[config.mk]
export PLATFORM = sky130hd
export DESIGN_NAME = hier_node_dispatch
export DESIGN_NICKNAME = d
export VERILOG_FILES = /design/src/rtl/hier_node_pkg.sv /design/src/rtl/hier_node_prio_pick.sv /design/src/rtl/hier_node_dispatch.sv
export SDC_FILE = /design/constraint.sdc
export NUM_CORES = 1
export LEC_CHECK = 0
export CORE_MARGIN = 10
export CORE_UTILIZATION = 57
export DETAILED_ROUTE_END_ITERATION = 10
export PLACE_DENSITY_LB_ADDON = 0.25
export REMOVE_ABC_BUFFERS = 1
export SYNTH_ARGS = -nofsm -noshare
export SYNTH_HDL_FRONTEND = slang
export SYNTH_SLANG_ARGS = --single-unit
[constraint.sdc]
create_clock -name clk -period 3.1 [get_ports clk]
set_clock_uncertainty 0.1 [all_clocks]
set_input_delay 0.465 -clock clk [delete_from_list [all_inputs] [get_ports clk]]
set_output_delay 0.465 -clock clk [all_outputs]
set_load 0.02 [all_outputs]
[src/rtl/hier_node_pkg.sv]
// rtl/hier_node_pkg.sv - shared state and mode types for the hierarchy dispatch node
package hier_node_pkg;

  typedef enum logic [1:0] {IDLE, START, WAIT, RESP} node_state_e;
  typedef enum logic {MODE_BCAST, MODE_SEQ} node_mode_e;

endpackage

[src/rtl/hier_node_prio_pick.sv]
// rtl/hier_node_prio_pick.sv - one-hot lowest-set-bit picker, zero in gives zero out
module hier_node_prio_pick #(
  parameter int N = 5
) (
  input  logic [N-1:0] req_i,
  output logic [N-1:0] grant_o
);

  // Two's-complement trick isolates the lowest set bit.
  always_comb begin
    grant_o = req_i & (~req_i + N'(1));
  end

endmodule

[src/rtl/hier_node_dispatch.sv]
// rtl/hier_node_dispatch.sv - hierarchy node: fans one request out to child channels, collects one response
module hier_node_dispatch
  import hier_node_pkg::*;
#(
  parameter int NUM_CHILDREN = 5,
  parameter int CNT_W        = 16,
  parameter int TIMEOUT      = 1000
) (
  input  logic                    clk,
  input  logic                    rst_n,
  input  logic                    req_valid,
  output logic                    req_ready,
  input  logic                    req_mode,
  input  logic [NUM_CHILDREN-1:0] req_mask,
  output logic [NUM_CHILDREN-1:0] child_start,
  input  logic [NUM_CHILDREN-1:0] child_done,
  output logic                    rsp_valid,
  input  logic                    rsp_ready,
  output logic [NUM_CHILDREN-1:0] rsp_done_mask,
  output logic                    rsp_timeout,
  output logic [CNT_W-1:0]        rsp_cycles
);

  localparam int TW = (TIMEOUT > 1) ? $clog2(TIMEOUT + 1) : 1;
  localparam logic [TW-1:0] TO_LAST = TW'((TIMEOUT > 0) ? TIMEOUT - 1 : 0);

  node_state_e             state_q;
  node_mode_e              mode_q;
  logic [NUM_CHILDREN-1:0] mask_q, pending_q, cur_q, done_q;
  logic [CNT_W-1:0]        cnt_q;
  logic [TW-1:0]           wait_q;
  logic                    req_ready_q, rsp_valid_q, rsp_timeout_q;
  logic [NUM_CHILDREN-1:0] child_start_q, rsp_done_mask_q;
  logic [CNT_W-1:0]        rsp_cycles_q;

  logic [NUM_CHILDREN-1:0] outstanding, done_nx, pending_nx, pick_in, pick_out;
  logic [CNT_W-1:0]        cnt_inc;
  logic                    cur_done, all_done, timeout_hit;

  hier_node_prio_pick #(.N(NUM_CHILDREN)) u_pick (
    .req_i   (pick_in),
    .grant_o (pick_out)
  );

  // In sequential mode only the child currently running may complete.
  always_comb begin
    outstanding = (mode_q == MODE_SEQ) ? (cur_q & ~done_q) : (mask_q & ~done_q);
    done_nx     = done_q | (child_done & outstanding);
    pending_nx  = pending_q & ~cur_q;
    cur_done    = |(done_nx & cur_q);
    all_done    = (mode_q == MODE_SEQ) ? (cur_done && (pending_nx == '0)) : (done_nx == mask_q);
    pick_in     = (state_q == IDLE) ? req_mask : pending_nx;
    cnt_inc     = (&cnt_q) ? cnt_q : cnt_q + CNT_W'(1);
    timeout_hit = (TIMEOUT != 0) && (wait_q == TO_LAST);
  end

  always_ff @(posedge clk or negedge rst_n) begin
    if (!rst_n) begin
      state_q         <= IDLE;
      mode_q          <= MODE_BCAST;
      mask_q          <= '0;
      pending_q       <= '0;
      cur_q           <= '0;
      done_q          <= '0;
      cnt_q           <= '0;
      wait_q          <= '0;
      req_ready_q     <= 1'b0;
      child_start_q   <= '0;
      rsp_valid_q     <= 1'b0;
      rsp_done_mask_q <= '0;
      rsp_timeout_q   <= 1'b0;
      rsp_cycles_q    <= '0;
    end else begin
      child_start_q <= '0;
      case (state_q)
        IDLE: begin
          req_ready_q <= 1'b1;
          if (req_valid && req_ready_q) begin
            req_ready_q <= 1'b0;
            mode_q      <= node_mode_e'(req_mode);
            mask_q      <= req_mask;
            pending_q   <= req_mask;
            done_q      <= '0;
            cnt_q       <= CNT_W'(1);
            wait_q      <= '0;
            if (req_mask == '0) begin
              state_q         <= RESP;
              rsp_valid_q     <= 1'b1;
              rsp_done_mask_q <= '0;
              rsp_timeout_q   <= 1'b0;
              rsp_cycles_q    <= CNT_W'(1);
            end else begin
              state_q       <= START;
              cur_q         <= req_mode ? pick_out : req_mask;
              child_start_q <= req_mode ? pick_out : req_mask;
            end
          end
        end
        START: begin
          state_q <= WAIT;
          wait_q  <= '0;
          cnt_q   <= cnt_inc;
        end
        WAIT: begin
          cnt_q  <= cnt_inc;
          wait_q <= wait_q + TW'(1);
          done_q <= done_nx;
          if (all_done || timeout_hit) begin
            state_q         <= RESP;
            rsp_valid_q     <= 1'b1;
            rsp_done_mask_q <= done_nx;
            rsp_timeout_q   <= !all_done;
            rsp_cycles_q    <= cnt_inc;
          end else if (mode_q == MODE_SEQ && cur_done) begin
            state_q       <= START;
            pending_q     <= pending_nx;
            cur_q         <= pick_out;
            child_start_q <= pick_out;
          end
        end
        RESP: begin
          if (rsp_ready) begin
            state_q     <= IDLE;
            rsp_valid_q <= 1'b0;
            req_ready_q <= 1'b1;
          end
        end
        default: state_q <= IDLE;
      endcase
    end
  end

  assign req_ready     = req_ready_q;
  assign child_start   = child_start_q;
  assign rsp_valid     = rsp_valid_q;
  assign rsp_done_mask = rsp_done_mask_q;
  assign rsp_timeout   = rsp_timeout_q;
  assign rsp_cycles    = rsp_cycles_q;

endmodule

Word level (Yosys, flattened, before mapping)
Cells that the tools add are included.
{"block": "word_totals", "input_bits": 15, "output_inout_bits": 29, "register_bits": 78, "wordCells": 117}
{"block": "classes", "n_eq_ne": 13, "mux": 51, "n_addsub": 3, "n_reduce_logical": 26, "n_bitwise": 10}
{"op": "$mux W5", "n": 18}
{"op": "$mux W16", "n": 5}
{"op": "$pmux W16 S2", "n": 2}
{"op": "$pmux W5 S2", "n": 5}
{"op": "$and A5 B5 Y5", "n": 6}
{"op": "$pmux W10 S3", "n": 1}
{"op": "$add A16 B1 Y16 const B", "n": 1}
{"op": "$reduce_and A16 Y1", "n": 1}
{"op": "$not A5 Y5", "n": 3}
{"op": "$add A10 B1 Y10 const B", "n": 1}
{"op": "$eq A10 B10 Y1 const B", "n": 1}
{"op": "$logic_not A5 Y1", "n": 2}
{"op": "$mux W1", "n": 10}
{"op": "$mux W10", "n": 1}
{"op": "$mux W2", "n": 5}
{"op": "$ne A2 B2 Y1 const B", "n": 5}
{"op": "$reduce_and A2 Y1", "n": 5}
{"op": "$reduce_and A5 Y1", "n": 2}
{"op": "$pmux W2 S4", "n": 1}
{"op": "$reduce_and A4 Y1", "n": 2}
{"op": "$reduce_bool A2 Y1", "n": 3}
{"op": "$reduce_bool A3 Y1", "n": 2}
{"op": "$add A5 B1 Y5 const B", "n": 1}
{"op": "$eq A5 B5 Y1", "n": 1}
{"op": "other kinds (14)", "n": 19}

Logic depth before layout (Yosys ltp)
Gate-level depths: netlist (run 1).
{"block": "logic_depth", "word_depth": 12, "depth_mapped": 9, "depth_no_buf": 8}

By module
Synthesis (run 1) repeated with hierarchy kept, for this count alone.
{"block": "unflattened", "hier_cells": 452, "hier_area_um2": 4310.4}
{"mod": "hier_node_dispatch", "cells_per_inst": 446, "area_per_inst_um2": 4255.3, "seq_area_each_um2": 1951.9, "n_inst": 1}
{"mod": "hier_node_prio_pick", "cells_per_inst": 6, "area_per_inst_um2": 55.1, "seq_area_each_um2": 0.0, "n_inst": 1}

Least setup slack after synthesis (run 1)
Ideal clock, no wire load.
{"block": "synth_path", "kind": "input to register", "startpoint": "input port req_mask[0]", "endpoint": "register rsp_cycles_q[0], in the netlist rsp_cycles[0]", "required_ps": 2875, "stages": 5, "setup_ps": 125, "t_arrival_ps": 2104, "path_slack_ps": 771, "path_cell_list": "or4_1 -> o21ai_0 -> nand2_1 -> a21oi_4 -> mux2_2"}
{"block": "synth_via", "elab_chain_len": 3}
{"item": "from (decl)", "line": "hier_node_dispatch.sv:14", "rtl": "input logic [NUM_CHILDREN-1:0] req_mask,"}
{"item": "$logic_not A5 Y1", "line": "hier_node_dispatch.sv:86", "rtl": "if (req_mask == '0) begin"}
{"item": "$ne A2 B1 Y1 (no source line)"}
{"item": "$reduce_and A4 Y1 (no source line)"}
{"item": "to (signal assigned)", "line": "hier_node_dispatch.sv:113", "rtl": "rsp_cycles_q <= cnt_inc;"}
{"item": "to (decl)", "line": "hier_node_dispatch.sv:34", "rtl": "logic [CNT_W-1:0] rsp_cycles_q;"}
Every way passes these cells.
A chain may end at the register's enable or synchronous reset.

Final worst setup path (run 1)
{"block": "layout_path", "startpoint": "register wait_q[0]", "endpoint": "register state_q[0]"}
{"block": "layout_via", "elab_chain_len": 4, "elab_cells_between_ends": 6, "cone_classes": "2 x eq/ne; 2 x mux; 2 x reduce/logical"}
{"item": "from (decl)", "line": "hier_node_dispatch.sv:31", "rtl": "logic [TW-1:0] wait_q;"}
{"item": "from (signal assigned)", "line": "hier_node_dispatch.sv:106", "rtl": "wait_q <= wait_q + TW'(1);"}
{"item": "$eq A10 B10 Y1 *", "line": "hier_node_dispatch.sv:54", "rtl": "timeout_hit = (TIMEOUT != 0) && (wait_q == TO_LAST);"}
{"item": "$logic_or A1 B1 Y1 *", "line": "hier_node_dispatch.sv:108", "rtl": "if (all_done || timeout_hit) begin"}
{"item": "$mux W2 or $ne A3 B3 Y1 (tied branches)"}
{"item": "$pmux W2 S4 or $reduce_and A3 Y1 (tied branches)"}
{"item": "to (signal assigned)", "line": "hier_node_dispatch.sv:59", "rtl": "state_q <= IDLE;"}
{"item": "to (signal assigned)", "line": "hier_node_dispatch.sv:109", "rtl": "state_q <= RESP;"}
{"item": "to (signal assigned)", "line": "hier_node_dispatch.sv:115", "rtl": "state_q <= START;"}
{"item": "to (decl)", "line": "hier_node_dispatch.sv:27", "rtl": "node_state_e state_q;"}
Every way passes the cells marked *; elsewhere a longest branch is shown, timed or not.

==> results of run 1 <==
[final cells by class]
cell class                 count  area (um2)
clock buffer                  14       182.7
timing repair buffer          58       540.5
inverter                      22       82.58
multi-input combinational    363        2302
fill                         562        2422
clock inverter                 2       37.54
tap                          102       127.6
sequential                    78        1952
[worst max-delay path by stage]
| stage | from | to | depth (start not counted) |
|---|---|---|---|
| 2_1_floorplan | state_q[0] | rsp_cycles[0] | 7 |
| 4_1_cts | wait_q[0] | state_q[0] | 8 |
| 3_5_place_dp | req_mask[0] | rsp_cycles[4] | 7 |
| 5_1_grt | wait_q[0] | state_q[0] | 8 |
| 3_3_place_gp | req_mask[0] | rsp_cycles[3] | 7 |
| 6_report | wait_q[0] | state_q[0] | 8 |
[report_power, final]
part / internal [mW] / total [mW] / switching, mW
Sequential: 1.26 / 1.51 / 0.253
Clock: 0.461 / 0.830 / 0.369
Combinational: 0.920 / 2.13 / 1.21
Total: 2.64 / 4.47 / 1.83
[synthesized netlist by cell type (5+ instances only)]
cell type,number
sky130_fd_sc_hd__nor4_1,5
sky130_fd_sc_hd__mux2_2,20
sky130_fd_sc_hd__nor3b_1,5
sky130_fd_sc_hd__nor2_1,29
sky130_fd_sc_hd__o21ai_0,42
sky130_fd_sc_hd__mux2i_1,21
sky130_fd_sc_hd__ha_1,7
sky130_fd_sc_hd__dfrtp_1,78
sky130_fd_sc_hd__nand2b_1,6
sky130_fd_sc_hd__inv_1,22
sky130_fd_sc_hd__clkbuf_1,13
sky130_fd_sc_hd__nor3_1,13
sky130_fd_sc_hd__nand2_1,72
sky130_fd_sc_hd__o21a_1,5
sky130_fd_sc_hd__nand3_1,15
sky130_fd_sc_hd__xnor2_1,5
sky130_fd_sc_hd__a21oi_1,22
sky130_fd_sc_hd__a21o_1,5
sky130_fd_sc_hd__nand4_1,6
sky130_fd_sc_hd__o31ai_1,9
sky130_fd_sc_hd__nor2b_1,15
[stage by stage]
step           hold WS (ns)  std cells
4_1_cts              0.1970        639
6_report             0.1517        639
5_1_grt              0.2265        639
3_3_place_gp         0.3717        623
3_5_place_dp         0.3810        623
2_1_floorplan       0.06941        463
[registers in the layout, indices dropped and copies added, names as in the netlist, 5 cells and up]
register,count
rsp_cycles,16
done_q,5
cur_q,5
wait_q,10
cnt_q,16
mask_q,5
child_start,5
rsp_done_mask,5
pending_q,5
[cells by family after synthesis]
family / count (synthesis) / share of synthesized area, %
AND/OR/NAND/NOR: 186 / 20.29
flip-flops: 78 / 44.14
AO/OA/AOI/OAI: 118 / 17.66
adder cells (fa/ha/maj): 7 / 1.981
XOR/XNOR: 9 / 1.783
multiplexers: 43 / 10.36
buffers and inverters: 39 / 3.792
[per-layer routing]
metal	vias up	wire length (um)	global-route usage (%)
met5	-	0	0
met4	0	131	6.679
met3	12	717	3.867
met2	150	5067	29.27
met1	1860	4785	25.46
li1	1822	-	-
[critical path, delay by kind of cell (launching register included)]
kind,cells,cell delay [ns]
AO/OA/AOI/OAI,2,0.57
adder cells (fa/ha/maj),1,0.25
buffers and inverters,1,0.15
flip-flops,1,0.41
multiplexers,1,0.38
AND/OR/NAND/NOR,3,0.67
==> flow_metrics.env, run 1 <==
export IMPL_buffer_ports_inserted=43
export IMPL_layout_common_cells="78 x sky130_fd_sc_hd__dfrtp_1, 72 x sky130_fd_sc_hd__nand2_1, 42 x sky130_fd_sc_hd__clkdlybuf4s50_1, 41 x sky130_fd_sc_hd__o21ai_0, 29 x sky130_fd_sc_hd__nor2_1"
export IMPL_fin_area_um2=5225
export IMPL_grt_setup_unrepaired="false"
export IMPL_endpoint_kind="flip-flop"
export IMPL_drc=0
export IMPL_status="complete, no violations"
export IMPL_floorplan_core_area_um2=7647
export IMPL_post_route_min_period_ns=2.650
export IMPL_synthesis_instances=480
export IMPL_clk_insertion_delay_late_ns=0.35
export IMPL_crit_path_frequent_cell="sky130_fd_sc_hd__o21ai_0"
export IMPL_grt_pass1_vias=3717
export IMPL_synth_warnings=0
export IMPL_numCtsBuffers=9
export IMPL_cts_root_to_sink_buffers=2
export IMPL_flow_area_growth_from_synthesis_pct=18.17
export IMPL_clk_pin_slew_worst_paths_ns=0.08
export IMPL_max_slew_margin_vs_limit_pct=29.19
export IMPL_totalPowerFinal_mw=4.472
export IMPL_grtUsageTotal_pct=18.82
export IMPL_timing_reg2reg_setup_slack_ns=0.45
export IMPL_viasPerCell=6.016
export IMPL_dr_pass1_iters=4
export IMPL_ys_ff_latch=78
export IMPL_hpwl_detailed_um=7646
export IMPL_cts_sinks=78
export IMPL_critical_path_startpoint_category="flip-flop"
export IMPL_placement_rows=32
export IMPL_critPathSlowestCell="sky130_fd_sc_hd__nor2b_1"
export IMPL_critPathMaxFanout=7
export IMPL_finalCritPeriodShare_pct=85.48
export IMPL_critical_path_reg2reg_startpoint="wait_q[0]"
export IMPL_drt_total_wl_um=10700
export IMPL_die_height_um=108.1
export IMPL_leading_register_cell_type_out_of_synthesis="sky130_fd_sc_hd__dfrtp_1"
export IMPL_postLayoutSetupSlackWorst_ns=0.4502
export IMPL_number_of_antenna_violations_at_the_first_check_in_global_routing=0
export IMPL_worstReg2RegEnd="state_q[0]"
export IMPL_placer_congestion_estimate=0.9510
export IMPL_dp_slack_ns=0.1881
export IMPL_count_of_endpoints_failing_setup_in_the_final_report=0
export IMPL_crit_arrival_ns=2.79
export IMPL_totalNegativeSetupSlack_ns=0
export IMPL_utilization_pct=68.32
export IMPL_crit_path_cell_trace="ha_1 -> nand3b_1 -> nor4_1 -> buf_4 -> nor2b_1 -> o21ai_0 -> o21ai_0 -> mux2_2"
export IMPL_ir_worst_vdd_v=0.0004890
export IMPL_via_count=3844
export IMPL_library_cell_with_the_largest_summed_area_after_synthesis="sky130_fd_sc_hd__dfrtp_1"
export IMPL_number_of_cell_instances_on_the_worst_register_to_register_path=8
export IMPL_drt_iter0_drc=280
export IMPL_initial_utilization_pct=57.82
export IMPL_max_cap_violations=0
export IMPL_diodes=0
export IMPL_global_route_overflow_total=0
export IMPL_ctsHoldBuffers=0
export IMPL_hp_class="input port to asynchronous set/reset pin"
export IMPL_critical_path_class="flip-flop to flip-flop"
export IMPL_tritoncts="built"
export IMPL_netlist_cell_type_count=56
export IMPL_routed_wire_length_per_instance_um=16.74
export IMPL_critical_path_required_ns=3.24
export IMPL_cts_resized_gates=0
export IMPL_max_freq_mhz=377.4
export IMPL_clk_root_buffer_cell="sky130_fd_sc_hd__clkbuf_8"
export IMPL_final_hold_viol_count=0
export IMPL_power_density_nw_per_um2=855.9
export IMPL_fraction_of_post_synthesis_cell_area_in_the_top_cell_type_by_area_pct=44.14
export IMPL_grt_pass1_wl_um=18020
export IMPL_total_leakage_power_nw=2.194
export IMPL_htree_num_levels=3
export IMPL_layout_commonest_cell="sky130_fd_sc_hd__dfrtp_1"
export IMPL_synth_avg_cell_area_um2=9.212
export IMPL_synth_edf_count=0
export IMPL_max_slew_worst_pin_slew_ns=1.055
export IMPL_die_width_um=108.1
export IMPL_netlist_top_cells_area="sky130_fd_sc_hd__dfrtp_1 44%, sky130_fd_sc_hd__nand2_1 6.1%, sky130_fd_sc_hd__mux2_2 5.1%"
export IMPL_dieArea_um2=11680
export IMPL_placedInstanceArea_um2=5005
export IMPL_net_total_in_the_final_layout=554
export IMPL_detail_route_antenna_nets=0
export IMPL_boundaryPins=44
export IMPL_grt_start_max_net_pins=79
export IMPL_synth_async_reset_ratio_pct=100.0
export IMPL_layout_drive_gt1_share_pct=11.17
export IMPL_synth_area_um2=4422
export IMPL_yosysSeqAreaShare_pct=44.14
export IMPL_worst_path_largest_cell_delay_ns=0.51
export IMPL_final_max_slew_viol_count=0
export IMPL_post_cts_repair_setup_buffers=0
No activity file was read; power rests on OpenSTA's default activity.
==> run 2: changes to the inputs <==
--- a/config.mk
+++ b/config.mk
@@ -10,6 +10,7 @@
 export DETAILED_ROUTE_END_ITERATION = 10
 export PLACE_DENSITY_LB_ADDON = 0.25
 export REMOVE_ABC_BUFFERS = 1
+export SKIP_CTS_REPAIR_TIMING = 1
 export SYNTH_ARGS = -nofsm -noshare
 export SYNTH_HDL_FRONTEND = slang
 export SYNTH_SLANG_ARGS = --single-unit
==> results of run 2 <==
The final DEF is identical to that of run 1; final timing and power are the same.
==> run 3: changes to the inputs <==
--- a/config.mk
+++ b/config.mk
@@ -11,6 +11,7 @@
 export PLACE_DENSITY_LB_ADDON = 0.25
 export REMOVE_ABC_BUFFERS = 1
 export SKIP_CTS_REPAIR_TIMING = 1
+export SKIP_LAST_GASP = 1
 export SYNTH_ARGS = -nofsm -noshare
 export SYNTH_HDL_FRONTEND = slang
 export SYNTH_SLANG_ARGS = --single-unit
==> results of run 3 <==
The final DEF is identical to that of run 1; final timing and power are the same.
==> variant 1: new RTL, config.mk and constraints of run 2 <==
Set the parameter `NUM_CHILDREN` to 10 (it was 5).
--- a/src/rtl/hier_node_dispatch.sv
+++ b/src/rtl/hier_node_dispatch.sv
@@ -2,7 +2,7 @@
 module hier_node_dispatch
   import hier_node_pkg::*;
 #(
-  parameter int NUM_CHILDREN = 5,
+  parameter int NUM_CHILDREN = 10,
   parameter int CNT_W        = 16,
   parameter int TIMEOUT      = 1000
 ) (
Ports: changed (resized child_done, child_start, req_mask and rsp_done_mask); port bits go from 44 to 64. The function was not compared with the original's and may differ.
==> variant 1 against run 2 <==
Sequential cell count is 30 higher; largest power group is now registers; largest cell class unchanged; setup slack got worse by 0.14 ns; first-iteration DRC count is 70% higher; critical path type unchanged; area after synthesis up 37%; maximum frequency shrank 5.0%; cell area up 35%; wire length increased by 45%; power down 47%.
==> variant 1: results <==
set metrics [dict create \
    gr-usage-met3_pct 6.52 \
    drive_gt1_share_pct 14.9 \
    tightest_slew_ns 1.29 \
    cts_buffers 9 \
    status "completed" \
    ys_seq_elements 108 \
    path_max_fanout 11 \
    reg2reg_slack_ns 0.31 \
    syn_avg_cell_area_um2 9.64 \
    placed_area_mm2 0.00687 \
    internal-power_uw 1820 \
    dr.pass1.iters 5 \
    clkCellAreaFrac_pct 2.80 \
    reg2reg_to "cnt_q[6]" \
    seq_area_frac_synth_pct 44.6 \
    synth_area_leaders "dfrtp_1 (45%), nand2_1 (4.8%), o21ai_0 (4.6%)" \
    drt-initial-drc-count 477 \
    gp_congestion 0.930 \
    grt_pass1_wl_mm 25.8 \
    met1_usage_pct 25.5 \
    num_vias 5124 \
    buffers 82 \
    met2_usage_pct 35.3 \
    sequentialPowerShare_pct 58.9 \
    nFillCells 781 \
    grt_max_degree 56 \
    inverters 16 \
    power_sequential_uw 1410 \
    cp.arrival_ns 2.97 \
    core_mm2 0.0103 \
    port_buffers 63 \
    hpwl_mm 11.2 \
    dp.cells 817 \
    p_comb_uw 90.0 \
    multi_input_area_share_pct 44.4 \
    ir_worst_vdd_mv 0.325 \
    sh_seq_area_pct 38.3 \
    timing.hold.ws_ns 0.0205 \
    stdcell_count 833 \
    clockBufferDepth 2 \
    buf_share_pct 11.3 \
    totalWireLength_mm 15.5 \
    synth.distinct_cells 63 \
    setup.worst_path.start "state_q[0]" \
    clk_pin_slew_ns 0.11 \
    globalRouteTotalUtil_pct 21.3 \
    p_leak_uw 0.00311 \
]
variant 1: cell types whose count changed after synthesis, moves of 6 or more:
cell and delta:
a21oi_1 +8, a22o_1 +12, a31oi_1 +14, buf_2 +6, dfrtp_1 +30, inv_1 -7, mux2_4 +10, mux2i_1 -18
nand2b_1 +10, nor2_1 +15, nor2b_1 -8, o21ai_0 +14, o31ai_2 +20
variant 1: cell families after synthesis:
kind of cell    share of synthesized area [%]
fa+ha+maj                                1.45
xor+xnor                                 2.03
mux                                      7.44
simple gates                             17.9
flops                                    44.6
compound gates                           23.1
buf+inv                                  3.51
variant 1: worst max-delay path, cell delays in order, from the launching register on:
cell and delay (ns):
dfrtp_1 0.41, inv_1 0.10, ha_1 0.25, buf_4 0.17, o21ai_0 1.00, inv_1 0.30, o21ai_0 0.25, o31ai_1 0.09
variant 1: routing by layer:
metal,vias to the layer above,routed length (um)
met4,0,340
met2,173,7760
met1,2508,6320
met5,-,0
li1,2416,-
met3,27,1120
==> variant 2: new RTL, flow settings as in run 2 <==
Without the edit above. Encoding of `node_state_e`: now one-hot (4 bits for 4 states).
--- a/src/rtl/hier_node_pkg.sv
+++ b/src/rtl/hier_node_pkg.sv
@@ -1,7 +1,7 @@
 // rtl/hier_node_pkg.sv - shared state and mode types for the hierarchy dispatch node
 package hier_node_pkg;
 
-  typedef enum logic [1:0] {IDLE, START, WAIT, RESP} node_state_e;
+  typedef enum logic [3:0] {IDLE = 4'b0001, START = 4'b0010, WAIT = 4'b0100, RESP = 4'b1000} node_state_e;
   typedef enum logic {MODE_BCAST, MODE_SEQ} node_mode_e;
 
 endpackage
Function: same outputs for any inputs over 10 cycles, from zero or initial values and one cycle with rst_n low; not proved beyond that.
==> variant 2 against run 2 <==
Sequential cell count up 2; setup slack worse by 0.13 ns; via count down 8.6%; count of clock-buffer cells in the layout down 4; power down 19%; area after synthesis down 6.6%; sequential share of layout area up 3.6 points; critical path type unchanged; combinational power down 40%; wire length down 4.1%; non-clock buffer count down 7; cell area down 6.4%.
==> variant 2: results <==
set metrics [dict create \
    sequentialPowerShare_pct 39.8 \
    drt-initial-drc-count 269 \
    syn_inst 427 \
    hpwl_mm 7.18 \
    relSlewSlack_pct 22.3 \
    grt_pass1_wl_mm 17.5 \
    totalWireLength_mm 10.3 \
    timing.hold.ws_ns 0.148 \
    drive_gt1_share_pct 9.03 \
    cpMaxStageDelayCell "o21ai_1" \
    status "completed" \
    stdcell_count 572 \
    path_max_fanout 14 \
    globalRouteTotalUtil_pct 18.9 \
    finalNetCount 488 \
    dr.pass1.iters 5 \
    cp_slowest_stage_delay_ns 0.90 \
    internal-power_uw 2310 \
    gp_congestion 0.893 \
    power.net_switching_uw 1320 \
    reg2reg_to "rsp_cycles[11]" \
    first_global_vias 3514 \
    synth_area_leaders "dfrtp_1 (48%), nand2_1 (4.5%), o21ai_0 (4.5%)" \
    worstReg2RegStart "mode_q" \
    p_leak_uw 0.00216 \
    num_vias 3515 \
    synth.distinct_cells 59 \
    synth_top_cells_by_count "dfrtp_1 (79), nand2_1 (50), o21ai_0 (37), nor2_1 (32), a21oi_1 (20)" \
]
-- variant 2: changes by cell type after synthesis, sizes merged, moves of 5 or more --
| cell | before | now |
|---|---|---|
| a21o | 5 | 13 |
| a22o | 4 | 11 |
| and3 | 4 | 9 |
| mux2i | 21 | 6 |
| mux2 | 22 | 6 |
| nor2b | 15 | 3 |
| o2bb2ai | 0 | 15 |
| inv | 22 | 16 |
| ha | 7 | 2 |
| nor3 | 13 | 7 |
| nand2 | 72 | 50 |
-- variant 2: final cells by class --
type                       instances  area (um^2)
fill                             543         2020
clock buffer                      10          128
tap                               96          120
multi-input combinational        312         1980
clock inverter                     6          108
timing repair buffer              51          488
sequential                        80         2000
inverter                          17         65.1
-- variant 2: worst max-delay path by stage --
stage                  start          endpoint  slack (ns)
6_report              mode_q    rsp_cycles[11]        0.32
3_3_place_gp     req_mask[3]  rsp_done_mask[1]        0.19
5_1_grt               mode_q     rsp_cycles[3]        0.12
2_1_floorplan     state_q[0]     rsp_cycles[2]        0.34
4_1_cts               mode_q    rsp_cycles[14]        0.30
3_5_place_dp   child_done[1]    rsp_cycles[11]        0.07
-- variant 2: cells by family (layout without fill, tap and decap cells) --
logic type / after synthesis / in the layout
xor+xnor: 11 / 11
compound gates: 137 / 137
flops: 80 / 80
mux: 12 / 12
simple gates: 150 / 150
fa+ha+maj: 2 / 2
buf+inv: 35 / 84
-- variant 2: worst max-delay path, delay by kind of cell (launching register included) --
family	cells	cell delay [ns]
AOI/OAI and AO/OA	6	1.96
DFF	1	0.56
-- variant 2: per-layer routing --
metal | up-vias | GRT usage, %
li1 | 1653 | -
met1 | 1727 | 25.0
met2 | 121 | 30.3
met3 | 14 | 4.24
met4 | 0 | 5.10
met5 | - | 0
